**src/rtl/wb_pkg.sv**
```systemverilog
// Shared types and constants for the handshaked writeback stage.
package wb_pkg;

    typedef enum logic [1:0] {
        EMPTY   = 2'd0,
        WAIT_LD = 2'd1,
        HOLD    = 2'd2
    } ws_state_e;

    localparam logic [2:0] LB  = 3'b000;
    localparam logic [2:0] LH  = 3'b001;
    localparam logic [2:0] LW  = 3'b010;
    localparam logic [2:0] LD  = 3'b011;
    localparam logic [2:0] LBU = 3'b100;
    localparam logic [2:0] LHU = 3'b101;
    localparam logic [2:0] LWU = 3'b110;

    localparam int unsigned SRC_ALU  = 0;
    localparam int unsigned SRC_LOAD = 1;
    localparam int unsigned SRC_PC4  = 2;
    localparam int unsigned SRC_IMM  = 3;

endpackage

```
**src/rtl/wb_load_align.sv**
```systemverilog
// Combinational load-data aligner: shifts the addressed sub-word down and extends it.
module wb_load_align
    import wb_pkg::*;
#(
    parameter int unsigned XLEN = 32
) (
    input  logic [XLEN-1:0]              rdata,
    input  logic [2:0]                   funct3,
    input  logic [$clog2(XLEN/8)-1:0]    addr_lo,
    output logic [XLEN-1:0]              result
);

    logic [XLEN-1:0] shifted;
    logic [XLEN-1:0] b_up;
    logic [XLEN-1:0] h_up;
    logic [XLEN-1:0] w_up;

    always_comb begin
        shifted = rdata >> {addr_lo, 3'b000};
        // Left-justify each sub-word so an arithmetic right shift extends it;
        // at XLEN=32 the word case degenerates to a zero shift.
        b_up = shifted << (XLEN - 8);
        h_up = shifted << (XLEN - 16);
        w_up = shifted << (XLEN - 32);
        case (funct3)
            LB:      result = $unsigned($signed(b_up) >>> (XLEN - 8));
            LH:      result = $unsigned($signed(h_up) >>> (XLEN - 16));
            LW:      result = $unsigned($signed(w_up) >>> (XLEN - 32));
            LBU:     result = b_up >> (XLEN - 8);
            LHU:     result = h_up >> (XLEN - 16);
            LWU:     result = w_up >> (XLEN - 32);
            default: result = shifted;
        endcase
    end

endmodule

```
**src/rtl/wb_stage_hs.sv**
```systemverilog
// Registered writeback stage: latches MEM payload under valid/allowin, waits for
// late load data, muxes the writeback source and counts retired instructions.
module wb_stage_hs
    import wb_pkg::*;
#(
    parameter int unsigned XLEN     = 32,
    parameter int unsigned REG_AW   = 5,
    parameter int unsigned NSRC     = 4,
    parameter int unsigned LOAD_SRC = SRC_LOAD,
    parameter int unsigned CNT_W    = 64
) (
    input  logic                          clk,
    input  logic                          rst,
    input  logic                          ms_valid,
    output logic                          ws_allowin,
    input  logic                          ms_reg_we,
    input  logic [NSRC-1:0]               ms_src_sel,
    input  logic [REG_AW-1:0]             ms_rd,
    input  logic [NSRC*XLEN-1:0]          ms_src_data,
    input  logic                          ms_is_load,
    input  logic [2:0]                    ms_ld_funct3,
    input  logic [$clog2(XLEN/8)-1:0]     ms_ld_addr_lo,
    input  logic                          ld_rdata_valid,
    input  logic [XLEN-1:0]               ld_rdata,
    output logic                          rf_we,
    output logic [REG_AW-1:0]             rf_waddr,
    output logic [XLEN-1:0]               rf_wdata,
    output logic                          ws_fwd_valid,
    output logic [REG_AW-1:0]             ws_fwd_rd,
    output logic [CNT_W-1:0]              retire_cnt
);

    localparam int unsigned AW = $clog2(XLEN/8);

    ws_state_e               state_q, state_d;
    logic                    reg_we_q, reg_we_d;
    logic [NSRC-1:0]         src_sel_q, src_sel_d;
    logic [REG_AW-1:0]       rd_q, rd_d;
    logic [NSRC*XLEN-1:0]    src_data_q, src_data_d;
    logic [2:0]              funct3_q, funct3_d;
    logic [AW-1:0]           addr_lo_q, addr_lo_d;
    logic [XLEN-1:0]         ld_data_q, ld_data_d;
    logic [CNT_W-1:0]        retire_cnt_q, retire_cnt_d;
    logic                    accept;
    logic [XLEN-1:0]         ld_aligned;

    wb_load_align #(.XLEN(XLEN)) u_align (
        .rdata   (ld_data_q),
        .funct3  (funct3_q),
        .addr_lo (addr_lo_q),
        .result  (ld_aligned)
    );

    always_comb begin
        state_d      = state_q;
        reg_we_d     = reg_we_q;
        src_sel_d    = src_sel_q;
        rd_d         = rd_q;
        src_data_d   = src_data_q;
        funct3_d     = funct3_q;
        addr_lo_d    = addr_lo_q;
        ld_data_d    = ld_data_q;
        retire_cnt_d = retire_cnt_q;

        ws_allowin = (state_q != WAIT_LD);
        accept     = ms_valid & ws_allowin;

        if (state_q == HOLD) begin
            retire_cnt_d = retire_cnt_q + CNT_W'(1);
        end

        if (accept) begin
            reg_we_d   = ms_reg_we;
            src_sel_d  = ms_src_sel;
            rd_d       = ms_rd;
            src_data_d = ms_src_data;
            funct3_d   = ms_ld_funct3;
            addr_lo_d  = ms_ld_addr_lo;
            if (!ms_is_load) begin
                state_d = HOLD;
            end else if (ld_rdata_valid) begin
                state_d   = HOLD;
                ld_data_d = ld_rdata;
            end else begin
                state_d = WAIT_LD;
            end
        end else if (state_q == WAIT_LD) begin
            if (ld_rdata_valid) begin
                state_d   = HOLD;
                ld_data_d = ld_rdata;
            end
        end else if (state_q == HOLD) begin
            state_d = EMPTY;
        end
    end

    always_ff @(posedge clk) begin
        if (rst) begin
            state_q      <= EMPTY;
            reg_we_q     <= 1'b0;
            src_sel_q    <= '0;
            rd_q         <= '0;
            src_data_q   <= '0;
            funct3_q     <= '0;
            addr_lo_q    <= '0;
            ld_data_q    <= '0;
            retire_cnt_q <= '0;
        end else begin
            state_q      <= state_d;
            reg_we_q     <= reg_we_d;
            src_sel_q    <= src_sel_d;
            rd_q         <= rd_d;
            src_data_q   <= src_data_d;
            funct3_q     <= funct3_d;
            addr_lo_q    <= addr_lo_d;
            ld_data_q    <= ld_data_d;
            retire_cnt_q <= retire_cnt_d;
        end
    end

    // Multi-hot selects OR their slots together; zero-hot yields zero.
    always_comb begin
        rf_wdata = '0;
        for (int unsigned i = 0; i < NSRC; i++) begin
            if (src_sel_q[i]) begin
                rf_wdata = rf_wdata | ((i == LOAD_SRC) ? ld_aligned : src_data_q[i*XLEN +: XLEN]);
            end
        end
    end

    always_comb begin
        rf_we        = (state_q == HOLD) & reg_we_q & (rd_q != '0);
        rf_waddr     = rd_q;
        ws_fwd_valid = (state_q != EMPTY) & reg_we_q & (rd_q != '0);
        ws_fwd_rd    = rd_q;
        retire_cnt   = retire_cnt_q;
    end

endmodule

```
**config.mk**
```make
export PLATFORM = sky130hd
export DESIGN_NAME = wb_stage_hs
export DESIGN_NICKNAME = d
export VERILOG_FILES = /design/src/rtl/wb_pkg.sv /design/src/rtl/wb_load_align.sv /design/src/rtl/wb_stage_hs.sv
export SDC_FILE = /design/constraint.sdc
export NUM_CORES = 1
export LEC_CHECK = 0
export CELL_PAD_IN_SITES_DETAIL_PLACEMENT = 1
export CELL_PAD_IN_SITES_GLOBAL_PLACEMENT = 1
export CORE_MARGIN = 5
export CORE_UTILIZATION = 33
export DETAILED_ROUTE_END_ITERATION = 10
export PLACE_DENSITY_LB_ADDON = 0.1
export SLEW_MARGIN = 20
export SYNTH_ARGS = -nofsm -noshare
export SYNTH_HDL_FRONTEND = slang
export SYNTH_SLANG_ARGS = --single-unit
```
**constraint.sdc**
```tcl
create_clock -name clk -period 3.01 [get_ports clk]
set_clock_uncertainty 0.15 [all_clocks]
set_input_delay 0.903 -clock clk [delete_from_list [all_inputs] [get_ports clk]]
set_output_delay 0.903 -clock clk [all_outputs]
set_load 0.1 [all_outputs]
```
## Word-level counts from Yosys, hierarchy flattened

Index checks and enable logic that the tools add are counted.

- Add/subtract/negate cells: 1
- Eq/ne operators: 8
- Shift-type cells: 1
- Muxes and demuxes: 15
- Bitwise gates (word level): 8
- Reduce and logical (&&, ||, !) cells: 7

Operators by type and width:

| kind | count |
|---|---|
| 2-to-1 mux 32 bit | 8 |
| one-hot mux 32 bit (4 select lines) | 1 |
| bitwise OR 32 bit | 3 |
| adder 64 x 1 -> 64 bit, second input constant | 1 |
| right shift 32 x 5 -> 32 bit | 1 |
| 2-to-1 mux 2 bit | 6 |
| equality test 3 bit, second input constant | 2 |
| AND 1 bit | 5 |
| nonzero test 5 bit | 1 |
| AND reduction 2 bit | 2 |
| nonzero test 2 bit | 2 |
| equality test 3 x 1 -> 1 bit, second input constant | 1 |
| zero test 3 bit | 1 |
| != test 3 bit, second input constant | 1 |
| nonzero test 3 bit | 1 |
| equality test 2 x 1 -> 1 bit, second input constant | 1 |
| equality test 2 bit, second input constant | 1 |
| != test 2 x 1 -> 1 bit, second input constant | 1 |
| != test 2 bit, second input constant | 1 |

- Register bits: 241
- Input bits: 180
- Word-level logic and storage cells: 49

## Logic depth before layout (Yosys ltp)

- Depth in word-level cells: 8
- Depth in mapped cells: 8
- Mapped depth without buffers: 6

## Cells and area by module

Synthesis repeated with hierarchy kept, for this count alone.

- Cells, all modules: 1234
- Area, all modules: 9449.1 um2

Modules (own cells, without submodules):

| module | times used | cells each | area an instance (um2) |
|---|---|---|---|
| wb_stage_hs | 1 | 1127 | 8754.6 |
| wb_load_align | 1 | 107 | 694.4 |

## Worst setup path after synthesis

OpenSTA, ideal clock, no wires.

- Path kind: register -> output
- Start point: register rd_q[4], in the netlist rf_waddr[4]
- End point: output port rf_we
- Arrival: 3.546 ns
- Setup slack: -1.589 ns
- Stages on the path, launching flop included: 4
- Cells stage by stage: dfxtp_1 -> or4_1 -> o21ai_0 -> nor3b_1

- Longest elaborated chain between the ends: 2

Ends and longest elaborated chain:

| element | RTL line | text |
|---|---|---|
| start: declaration | wb_stage_hs.sv:38 | `logic [REG_AW-1:0] rd_q, rd_d;` |
| start signal: assignment | wb_stage_hs.sv:112 | `rd_q <= rd_d;` |
| nonzero test 5 bit | wb_stage_hs.sv:132 | `rf_we = (state_q == HOLD) & reg_we_q & (rd_q != '0);` |
| AND 1 bit | wb_stage_hs.sv:132 |  |
| end: declaration | wb_stage_hs.sv:25 | `output logic rf_we,` |

Every way passes these cells.

## Worst setup path in the final report

- Start point: register addr_lo_q[0]
- End point: output port rf_wdata[23]

- Longest elaborated chain between the ends: 8

Ends and longest elaborated chain:

| element | RTL line | text |
|---|---|---|
| start: declaration | wb_stage_hs.sv:41 | `logic [AW-1:0] addr_lo_q, addr_lo_d;` |
| start signal: assignment | wb_stage_hs.sv:115 | `addr_lo_q <= addr_lo_d;` |
| right shift 32 x 5 -> 32 bit (*) | wb_load_align.sv:19 | `shifted = rdata >> {addr_lo, 3'b000};` |
| one-hot mux 32 bit (4 select lines) (*) | wb_load_align.sv:25 | `case (funct3)` |
| bitwise OR 32 bit (*) | wb_stage_hs.sv:126 | `rf_wdata = rf_wdata \| ((i == LOAD_SRC) ? ld_aligned : src_data_q[i*XLEN +: XLEN]);` |
| 2-to-1 mux 32 bit (*) | wb_stage_hs.sv:125 | `if (src_sel_q[i]) begin` |
| bitwise OR 32 bit | wb_stage_hs.sv:126 |  |
| 2-to-1 mux 32 bit (*) | wb_stage_hs.sv:125 |  |
| bitwise OR 32 bit | wb_stage_hs.sv:126 |  |
| 2-to-1 mux 32 bit (*) | wb_stage_hs.sv:125 |  |
| end: declaration | wb_stage_hs.sv:27 | `output logic [XLEN-1:0] rf_wdata,` |

Mark *: on every way between the ends. The rest lies on a longest branch, timed or not.

==> impl_metrics.py <==
metrics = {
    "sta": {
        "fin_crit_ns": 3.407,
        "fmax_mhz": 293.5,
        "worstMarginPinSlew_ns": 0.7654,
        "rsz0062_at_grt": "yes",
        "post-route-period-util_pct": 113.2,
        "setup_ws_ns": -0.3971,
        "slew_headroom_pct": 48.97,
        "final-setup-viol-count": 31,
        "slew_violations": 0,
        "finalHoldViolCount": 0,
    },
    "critical_path": {
        "path_class": "flop to output pin",
        "reg2reg_depth": 5,
        "path_max_fanout": 8,
        "r2r_slack_ns": 0.45,
        "critPathCaptureType": "output pin",
        "reg2reg_to": "retire_cnt[40]",
        "r2r_start": "retire_cnt[6]",
        "required_ns": 1.96,
        "arrival_ns": 2.35,
        "start_kind": "flop",
    },
    "synthesis": {
        "ys_warn_count": 0,
        "ys_seq_area_share_pct": 45.21,
        "netlist_instances": 1187,
        "synth.avg_cell_area_sq_um": 7.796,
        "syn_area_sq_um": 9254,
        "synth_cell_types": 44,
        "synth_fp_nets": 1368,
        "ys_seq_elements": 209,
    },
    "place": {
        "dp_slack_ns": 0.03082,
        "gp_congestion": 0.8218,
        "dpl-instance-area_sq_um": 12590,
        "hpwlAfterDp_mm": 25.15,
        "io_buffers": 256,
    },
    "global_route": {
        "grtUsageTotal_pct": 21.34,
        "grt-ovfl-total": 0,
        "grt_pass1_vias": 9888,
        "antenna_found_initial": 6,
        "grt_pass1_wl_mm": 54.17,
        "grt_max_degree": 74,
    },
    "floorplan": {
        "die-area_sq_um": 31490,
        "ioPinCount": 289,
        "start_util_pct": 33.40,
        "die_h_um": 177.5,
        "core_sq_um": 27710,
        "rows": 61,
        "die_w_um": 177.5,
    },
    "run": {
        "max_cap_violations": 0,
    },
    "worst_hold_path": {
        "hold_depth": 2,
        "min_to": "src_data_q[121]",
        "holdCritStartpoint": "src_data_q[121]",
        "hold_path_class": "flop to flop",
    },
    "clock_network": {
        "numCtsBuffers": 25,
        "clk_latency_ns": 0.50,
        "cts_buffer_depth": 3,
        "cts_tree": "built",
        "clk_pin_slew_ns": 0.06,
        "cts.sinks": 209,
        "h-tree-depth": 1,
        "root_buffer": "clkbuf_16",
    },
    "layout": {
        "drive_above_1_share_pct": 17.61,
        "fin_nets": 1619,
        "stdcell_area_sq_um": 13810,
        "syn_to_final_growth_pct": 49.22,
        "nFillCells": 3292,
    },
    "route": {
        "drt-pass1-iter-count": 5,
        "drtIter0Drc": 630,
        "wl_per_cell_um": 19.31,
        "wl_mm": 35.43,
        "vias_per_cell": 5.201,
        "ant_nets": 0,
        "drc": 0,
        "via_count": 9544,
    },
    "pwr": {
        "leakage_nw": 5.212,
        "powerDensity_nw_per_um2": 518.1,
        "peakVddDrop_uv": 293.3,
    },
    "run_status": {
        "violations": "negative setup slack",
        "outcome": "finished, violations left",
    },
}
critical path: stages, from the launching register on:
cell and delay (ns):
dfxtp_4 0.36, mux4_2 0.53, and2_4 0.17, o211ai_4 0.22
buf_12 0.16, o211ai_1 0.17, buf_12 0.24
metal layers:
metal | up-vias | track usage [%] | wire length, um
li1 | 4628 | - | -
met1 | 4622 | 26.42 | 14720
met2 | 234 | 37.54 | 17560
met3 | 52 | 4.687 | 2224
met4 | 8 | 5.640 | 888
met5 | - | 0 | 37
cell usage in the layout (no fill, tap or decap), drive strengths merged, types with 5 or more instances in the layout:
master / netlist / final
clkbuf: 72 / 36
clkinv: 0 / 5
xor2: 18 / 18
o21ai: 30 / 30
clkdlybuf4s50: 0 / 146
nand2: 362 / 362
buf: 15 / 164
a21oi: 171 / 171
and3: 8 / 8
nor4: 10 / 10
nor2: 56 / 56
nand3: 28 / 28
dfxtp: 209 / 209
nor3: 9 / 9
o31ai: 5 / 5
or4: 6 / 6
mux2i: 18 / 18
nand4: 33 / 33
xnor2: 19 / 19
or3: 22 / 22
o22a: 8 / 8
a222oi: 32 / 32
inv: 10 / 10
o211ai: 16 / 16
mux2: 7 / 7
power breakdown:
part	leakage, nW	switching (W)	internal [W]
Combinational	3.10	0.000656	0.000485
Sequential	1.71	0.0000823	0.00288
Clock	0.406	0.00118	0.00187
timing repair:
action                                  in CTS  in global routing
gates cloned                                 1                  1
buffers inserted                             2                 15
hold buffers                                 0                  0
endpoints found under the setup margin      34                 34
resized for setup                           38                 22
pin swaps                                    5                 10
registers in the layout (all words and copies together) (netlist names):
| register | flops |
|---|---|
| state_q | 2 |
| reg_we_q | 1 |
| addr_lo_q | 2 |
| funct3_q | 3 |
| src_data_q | 96 |
| rf_waddr | 5 |
| ld_data_q | 32 |
| src_sel_q | 4 |
| retire_cnt | 64 |
cell families (layout without fill, tap and decap cells):
| group | after synthesis | after routing | share of synthesized area, % |
|---|---|---|---|
| AO/OA/AOI/OAI | 262 | 262 | 16.85 |
| XOR/XNOR | 37 | 37 | 3.502 |
| adder cells (fa/ha/maj) | 1 | 1 | 0.1352 |
| buffers and inverters | 97 | 364 | 4.300 |
| flip-flops | 209 | 209 | 45.21 |
| multiplexers | 26 | 26 | 3.042 |
| other | 0 | 3 | 0 |
| AND/OR/NAND/NOR | 555 | 555 | 26.96 |
synthesized netlist by cell type (all sizes together):
cell type	count	share of area (%)
or2	1	0.068
dfxtp	209	45
nand2b	1	0.068
ha	1	0.14
nand4b	2	0.35
and2	4	0.27
and4b	1	0.11
or3	22	1.5
a21oi	171	9.2
a222oi	32	3.5
o211ai	16	1.4
mux2	7	0.85
nor4	10	1.1
or4	6	0.49
o22a	8	0.76
o21ai	30	1.6
mux4	1	0.24
and3	8	0.54
inv	10	0.41
mux2i	18	1.9
nand4	33	2.4
nand2	362	15
clkbuf	72	2.9
xor2	18	1.7
xnor2	19	1.8
and4	4	0.38
nor3b	1	0.081
nor3	9	0.54
buf	15	0.97
nand3	28	1.5
nor2	56	2.3
nand3b	3	0.24
nor2b	3	0.20
nor4b	1	0.16
o31ai	5	0.41
metrics by stage:
stage               TNS (ns)  power [W]  utilization, %  std cells  hold WS [ns]
floorplan             -4.722   0.003597               -       1187        0.2834
global placement           0   0.004089           45.44       1771        0.2921
detailed placement         0   0.004107           45.44       1771        0.3003
CTS                   -10.70   0.007203           49.02       1817        0.3083
global route          -12.32   0.007431           49.83       1834        0.3260
finish                -9.252   0.007154           49.84       1835        0.3055
how the worst max path moves through the flow:
| stage | endpoint | depth (start not counted) | from | slack, ns |
|---|---|---|---|---|
| after CTS | rf_wdata[5] | 6 | addr_lo_q[0] | -0.41 |
| after floorplan | rf_wdata[23] | 5 | addr_lo_q[0] | -0.35 |
| final | rf_wdata[23] | 6 | addr_lo_q[0] | -0.40 |
| after global placement | rf_wdata[3] | 6 | addr_lo_q[0] | 0.06 |
| after detailed placement | rf_wdata[3] | 6 | addr_lo_q[0] | 0.03 |
| after global routing | rf_wdata[23] | 6 | addr_lo_q[0] | -0.49 |
final cells by class:
cell class | instances | area [sq um] | share of cell area [%]
Antenna cell | 3 | 7.507 | 0.05437
Clock buffer | 35 | 703.2 | 5.092
Clock inverter | 8 | 118.9 | 0.8608
Inverter | 10 | 37.54 | 0.2718
Multi-Input combinational cell | 881 | 4891 | 35.42
Sequential cell | 209 | 4192 | 30.36
Tap cell | 378 | 473.0 | 3.425
Timing Repair Buffer | 311 | 3386 | 24.52
No activity file was read; power rests on OpenSTA's default activity.
